<file path="src/rtl/mips_pkg.sv">
// Shared MIPS datapath definitions: register-file geometry, special register
// numbers and the write-destination select encodings.
package mips_pkg;

    localparam int DATA_WIDTH = 32;
    localparam int ADDR_WIDTH = 5;
    localparam int CNT_WIDTH  = 2;

    localparam logic [4:0] ZERO_REG = 5'd0;
    localparam logic [4:0] RA_REG   = 5'd31;

    typedef enum logic [1:0] {
        DST_RT = 2'd0,
        DST_RD = 2'd1,
        DST_RA = 2'd2
    } dst_sel_e;

    // Destination register for a given select; jal writes the link register.
    function automatic logic [4:0] sel_dest(dst_sel_e sel, logic [4:0] rt, logic [4:0] rd);
        case (sel)
            DST_RT:  return rt;
            DST_RD:  return rd;
            default: return RA_REG;
        endcase
    endfunction

endpackage

</file>
<file path="src/rtl/reg_pend_counter.sv">
// Saturating up/down counter of outstanding writes to one register.
// A simultaneous claim and retire cancel out, even at saturation.
module reg_pend_counter #(
    parameter int CNT_WIDTH = 2
) (
    input  logic                 clk,
    input  logic                 rst_n,
    input  logic                 inc,
    input  logic                 dec,
    output logic [CNT_WIDTH-1:0] cnt,
    output logic                 ovf
);

    localparam logic [CNT_WIDTH-1:0] CNT_MAX = '1;

    assign ovf = inc && !dec && (cnt == CNT_MAX);

    always_ff @(posedge clk) begin
        if (!rst_n) begin
            cnt <= '0;
        end else if (inc && !dec && (cnt != CNT_MAX)) begin
            cnt <= cnt + 1'b1;
        end else if (dec && !inc && (cnt != '0)) begin
            cnt <= cnt - 1'b1;
        end
    end

endmodule

</file>
<file path="src/rtl/reg_file_wb.sv">
// MIPS register file with write-back bypass on both read ports and a
// per-register pending-write scoreboard for decode hazard detection.
module reg_file_wb #(
    parameter int DATA_WIDTH = mips_pkg::DATA_WIDTH,
    parameter int ADDR_WIDTH = mips_pkg::ADDR_WIDTH,
    parameter int CNT_WIDTH  = mips_pkg::CNT_WIDTH
) (
    input  logic                  clk,
    input  logic                  rst_n,
    input  logic [ADDR_WIDTH-1:0] rd_addr_a,
    input  logic [ADDR_WIDTH-1:0] rd_addr_b,
    output logic [DATA_WIDTH-1:0] rd_data_a,
    output logic [DATA_WIDTH-1:0] rd_data_b,
    output logic                  pend_a,
    output logic                  pend_b,
    input  logic                  claim_en,
    input  logic [ADDR_WIDTH-1:0] claim_addr,
    input  logic                  wr_en,
    input  logic [ADDR_WIDTH-1:0] wr_addr,
    input  logic [DATA_WIDTH-1:0] wr_data,
    output logic                  ovf_err
);

    import mips_pkg::*;

    localparam int NUM_REGS = 1 << ADDR_WIDTH;
    localparam logic [ADDR_WIDTH-1:0] ZERO_ADDR = ADDR_WIDTH'(ZERO_REG);

    logic [DATA_WIDTH-1:0] regs [NUM_REGS];
    logic [CNT_WIDTH-1:0]  cnt  [NUM_REGS];
    logic [NUM_REGS-1:0]   ovf_vec;
    logic                  wr_live;

    logic [CNT_WIDTH-1:0]  cnt_a;
    logic [CNT_WIDTH-1:0]  cnt_b;
    logic                  retire_a;
    logic                  retire_b;

    assign wr_live = wr_en && (wr_addr != ZERO_ADDR);

    // Register 0 is never written, so it reads back as zero after reset.
    always_ff @(posedge clk) begin
        if (!rst_n) begin
            for (int i = 0; i < NUM_REGS; i++) begin
                regs[i] <= '0;
            end
        end else if (wr_live) begin
            regs[wr_addr] <= wr_data;
        end
    end

    assign cnt[0]     = '0;
    assign ovf_vec[0] = 1'b0;

    for (genvar g = 1; g < NUM_REGS; g++) begin : g_pend
        reg_pend_counter #(
            .CNT_WIDTH (CNT_WIDTH)
        ) u_cnt (
            .clk   (clk),
            .rst_n (rst_n),
            .inc   (claim_en && (claim_addr == ADDR_WIDTH'(g))),
            .dec   (wr_en && (wr_addr == ADDR_WIDTH'(g))),
            .cnt   (cnt[g]),
            .ovf   (ovf_vec[g])
        );
    end

    always_ff @(posedge clk) begin
        if (!rst_n) begin
            ovf_err <= 1'b0;
        end else if (|ovf_vec) begin
            ovf_err <= 1'b1;
        end
    end

    // A write retiring in this cycle already hides its own pending count.
    always_comb begin
        rd_data_a = (wr_live && (wr_addr == rd_addr_a)) ? wr_data : regs[rd_addr_a];
        rd_data_b = (wr_live && (wr_addr == rd_addr_b)) ? wr_data : regs[rd_addr_b];

        cnt_a    = cnt[rd_addr_a];
        cnt_b    = cnt[rd_addr_b];
        retire_a = wr_en && (wr_addr == rd_addr_a) && (cnt_a != '0);
        retire_b = wr_en && (wr_addr == rd_addr_b) && (cnt_b != '0);
        pend_a   = (cnt_a - CNT_WIDTH'(retire_a)) != '0;
        pend_b   = (cnt_b - CNT_WIDTH'(retire_b)) != '0;
    end

endmodule

</file>
<file path="config.mk">
export PLATFORM = sky130hd
export DESIGN_NAME = reg_file_wb
export DESIGN_NICKNAME = d
export VERILOG_FILES = /design/src/rtl/mips_pkg.sv /design/src/rtl/reg_pend_counter.sv /design/src/rtl/reg_file_wb.sv
export SDC_FILE = /design/constraint.sdc
export NUM_CORES = 2
export LEC_CHECK = 0
export CAP_MARGIN = 10
export CORE_ASPECT_RATIO = 0.8
export CORE_MARGIN = 3
export CORE_UTILIZATION = 47
export CTS_BUF_LIST = sky130_fd_sc_hd__clkbuf_8
export CTS_CLUSTER_SIZE = 10
export DETAILED_ROUTE_END_ITERATION = 8
export PLACE_DENSITY = 0.71
export SLEW_MARGIN = 20
export SYNTH_ARGS = -nofsm -noshare
export SYNTH_HDL_FRONTEND = slang
export SYNTH_SLANG_ARGS = --single-unit
</file>
<file path="constraint.sdc">
create_clock -name clk -period 7.1 [get_ports clk]
set_input_delay 0.71 -clock clk [delete_from_list [all_inputs] [get_ports clk]]
set_output_delay 0.71 -clock clk [all_outputs]
set_load 0.02 [all_outputs]
</file>
==> flow_summary.rst <==
.. list-table::
   :header-rows: 1

   * - Metric
     - Value
   * - Sum Neg Setup Slack
     - 0 ns
   * - Area fraction in compound gates after synthesis
     - 0.08318
   * - Share of the synthesized area in the top cell type
     - 0.5124
   * - Area of the multi-input gates
     - 26490 µm²
   * - Number of flip-flops and latches in the synthesized netlist
     - 1087
   * - Width of the chip
     - 405.5 µm
   * - Core region area
     - 125800 µm²
   * - Largest cells by area after synthesis
     - sky130_fd_sc_hd__edfxtp_1 (51%), sky130_fd_sc_hd__mux4_2 (16%), sky130_fd_sc_hd__and2_1 (10%)
   * - CP Data Required Time
     - 6.39 ns
   * - Number of flops mapped to enable cells by yosys
     - 1024
   * - Final routed DRC violation total
     - 0
   * - Outcome
     - complete, no violations
   * - Number of warning messages in the yosys log
     - 0
   * - Element type at the critical path end
     - output pin
   * - Fraction of synthesized cell area in xor and xnor cells
     - 0.001460
   * - Clock latency at the later pin of the worst-skew pair
     - 0.90 ns
   * - Number of global-route vias before repair
     - 40.94k
   * - Hold path startpoint
     - wr_data[5]
   * - Antenna violations before repair
     - 11
   * - Largest fanout on the critical path
     - 32
   * - Post-Synthesis Cell Area
     - 60010 µm²
   * - Cells on worst reg2reg path
     - 4
   * - Cell depth of the worst hold path
     - 2
   * - TritonCTS buffer count
     - 179
   * - Cell at the root of the clock tree
     - sky130_fd_sc_hd__clkbuf_8
   * - Worst Hold Class
     - input port to flip-flop
   * - Average instance area after synthesis
     - 13.57 µm²
   * - Leak Pwr
     - 0.02262 µW
   * - Grt ovf
     - 0
   * - Total iterations of the first detailed-routing run
     - 8
   * - Multiplexer fraction of the synthesized cell area
     - 0.2048
   * - Most used standard cells in the synthesized netlist
     - sky130_fd_sc_hd__edfxtp_1 (1024), sky130_fd_sc_hd__and2_1 (997), sky130_fd_sc_hd__mux4_2 (439)
   * - Slowest stage delay, CP
     - 0.74 ns
   * - Clock transition at path regs
     - 0.06 ns
   * - Wire length of the first global-routing pass
     - 292300 µm
   * - Kind of start point of the critical path
     - input port
   * - Register cell area after layout
     - 32010 µm²
   * - Dominant delay contributor by cell family on the critical path
     - buffers and inverters
   * - Dominant combinational cell family by area after synthesis
     - multiplexers
   * - Setup Buffers After CTS
     - 0
   * - Count of hold-fix buffers inserted at cts
     - 0
   * - Number of gates resized after cts
     - 0
   * - Number of instances in the synthesized netlist
     - 4422
   * - Estimated wirelength of the detail-placed design
     - 122700 µm
   * - Via-to-Cell Ratio
     - 6.776
   * - Peak clock frequency supported by timing
     - 187.6 MHz
   * - Sinks on the clock net
     - 1087
   * - End of the worst register-to-register path
     - ovf_err
   * - Max Buffers Root-to-Sink
     - 3
   * - Drt initial violations
     - 6908
   * - Post-Synth Simple-Gate Area
     - 0.1389
   * - TritonCTS clock tree
     - built
   * - Class of the most critical setup path
     - input port to output pin
   * - Total Nets Final
     - 4490
   * - DR WL/cell
     - 33.08 µm
   * - Cell type with the largest total area after synthesis
     - sky130_fd_sc_hd__edfxtp_1
   * - Seq/Total Area, Yosys
     - 0.5335
   * - Source of the worst register-to-register timing path
     - g_pend[13].u_cnt.cnt[0]
   * - Max-cap violations
     - 0
   * - Synth async-reset ratio
     - 0
   * - Register-to-register setup slack
     - 5.67 ns
   * - Final WL
     - 206400 µm
   * - Most used standard cell by instance count after synthesis
     - sky130_fd_sc_hd__edfxtp_1
   * - Number of levels the H-tree was split into
     - 4
   * - Library cell appearing most often on the critical path
     - sky130_fd_sc_hd__clkdlybuf4s50_1
   * - Cell with the largest stage delay on the worst path
     - sky130_fd_sc_hd__clkdlybuf4s50_1
   * - Worst min-delay path endpoint
     - regs[3][5]
   * - Largest net degree at the start of global routing
     - 106
   * - Period minus WS final
     - 5.331 ns
   * - IO Pins
     - 123
   * - Final Hold Fails
     - 0
   * - Number of distinct library cell variants in the gate-level netlist after synthesis
     - 60
   * - Top flip-flop cell by instance count after synthesis
     - sky130_fd_sc_hd__edfxtp_1
   * - Power Density
     - 221.2 nW/µm²
   * - Util after Layout
     - 0.5295
   * - VDD IR max
     - 198.1 µV
   * - Final period utilization
     - 0.7509
   * - Buffers plus inverters on the worst setup path
     - 3
   * - Unrepaired setup endpoints after global routing
     - false
   * - Area growth, synth to finish
     - 11.03%
   * - Count of port buffers added during placement
     - 122
   * - Initial Utilization
     - 0.4769
   * - Antenna viol nets, final
     - 0
   * - Adder-cell share of the synthesized area
     - 0
   * - Chip height
     - 325.6 µm
   * - Final hold slack
     - 0.5094 ns
   * - Total setup violations reported at the end of the flow
     - 0
   * - Filler instances
     - 10.12k
   * - GRT Resource Usage Total
     - 0.3091
   * - Routability cong.
     - 0.9134
   * - Sequence of cells on the critical path
     - clkdlybuf4s50_1 > nand3_2 > buf_4 > o22ai_1 > or4_1 > o21ai_0 > clkdlybuf4s50_1
   * - Actual slew at the worst max-slew pin
     - 1.212 ns
   * - Total count of max-transition violations in the final report
     - 0
   * - Row cnt
     - 116
   * - Total Power
     - 14740 µW
   * - Vias post-DR
     - 42.28k
   * - Arrival time of the worst setup path
     - 4.62 ns
   * - Worst Skew
     - 0.02094 ns
   * - CP startpoint
     - rd_addr_a[3]
   * - Remaining max-slew budget at the tightest pin
     - 0.1892
   * - Post-layout instance area
     - 66630 µm²
   * - Total Die Area
     - 132000 µm²
   * - Placement-stage cell area
     - 63360 µm²
   * - Ratio of cells with drive above 1 in the final layout
     - 0.2338
layer usage:
layer  vias up  share of wire  GRT usage
li1      17072              -          -
met3       563           0.15     0.1057
met2      3518           0.45     0.4589
met5         -        0.00080   0.008772
met4         2          0.045     0.1400
met1     21129           0.35     0.4108
state kept, by name, summed over array words and instances (netlist names):
signal and flops:
g_pend.u_cnt.cnt 62, ovf_err 1, regs 1024
power by group:
part | total, µW | switching, µW | internal (µW)
Sequential | 7520 | 171 | 7350
Clock | 5130 | 2660 | 2480
Combinational | 2080 | 1240 | 839
Total | 14700 | 4070 | 10700
how the worst max path moves through the flow:
stage	end	slack [ns]	depth (start not counted)
2_1_floorplan	regs[17][0]	2.65	5
3_5_place_dp	rd_data_b[24]	1.86	7
3_3_place_gp	rd_data_b[27]	1.89	7
4_1_cts	rd_data_b[24]	1.85	7
5_1_grt	rd_data_b[24]	1.70	7
6_report	rd_data_a[30]	1.77	7
cells by family (layout without fill, tap and decap cells):
group	count (synthesis)	in the layout
other	1	40
DFF	1087	1087
buffers and inverters	512	639
and+or+nand+nor	1419	1419
muxes	663	663
xor gates and xnor gates	10	10
AOI/OAI and AO/OA	730	730
through the flow:
stage                     setup WS, ns  instances
final                            1.769       6240
after global routing             1.695       6234
after CTS                        1.851       6229
after detailed placement         1.861       5902
after global placement           1.894       5895
after floorplan                  2.653       4453
layout by cell type, fill, tap and decap left out, types with 54 or more instances in the layout:
cell and n:
sky130_fd_sc_hd__mux2i_1 98, sky130_fd_sc_hd__mux2_2 126, sky130_fd_sc_hd__a31oi_1 63, sky130_fd_sc_hd__edfxtp_1 1024, sky130_fd_sc_hd__dfxtp_1 63, sky130_fd_sc_hd__and2_1 996
sky130_fd_sc_hd__clkinv_1 54, sky130_fd_sc_hd__o21ai_0 115, sky130_fd_sc_hd__clkdlybuf4s50_1 107, sky130_fd_sc_hd__o22ai_1 145, sky130_fd_sc_hd__nand2_1 166, sky130_fd_sc_hd__a21oi_1 66
sky130_fd_sc_hd__buf_4 137, sky130_fd_sc_hd__inv_1 97, sky130_fd_sc_hd__mux4_2 439, sky130_fd_sc_hd__nand3_1 64, sky130_fd_sc_hd__o21a_1 62, sky130_fd_sc_hd__clkbuf_8 184
cell type report:
class,instances,area share
repair buffers,277,0.04041
multi-input cells,2854,0.3976
diodes,8,0.0003005
flip-flops and latches,1087,0.4805
clock inverters,144,0.01035
inverters,35,0.002009
well taps,1652,0.03102
clock buffers,183,0.03780
No activity file was read; power rests on OpenSTA's default activity.
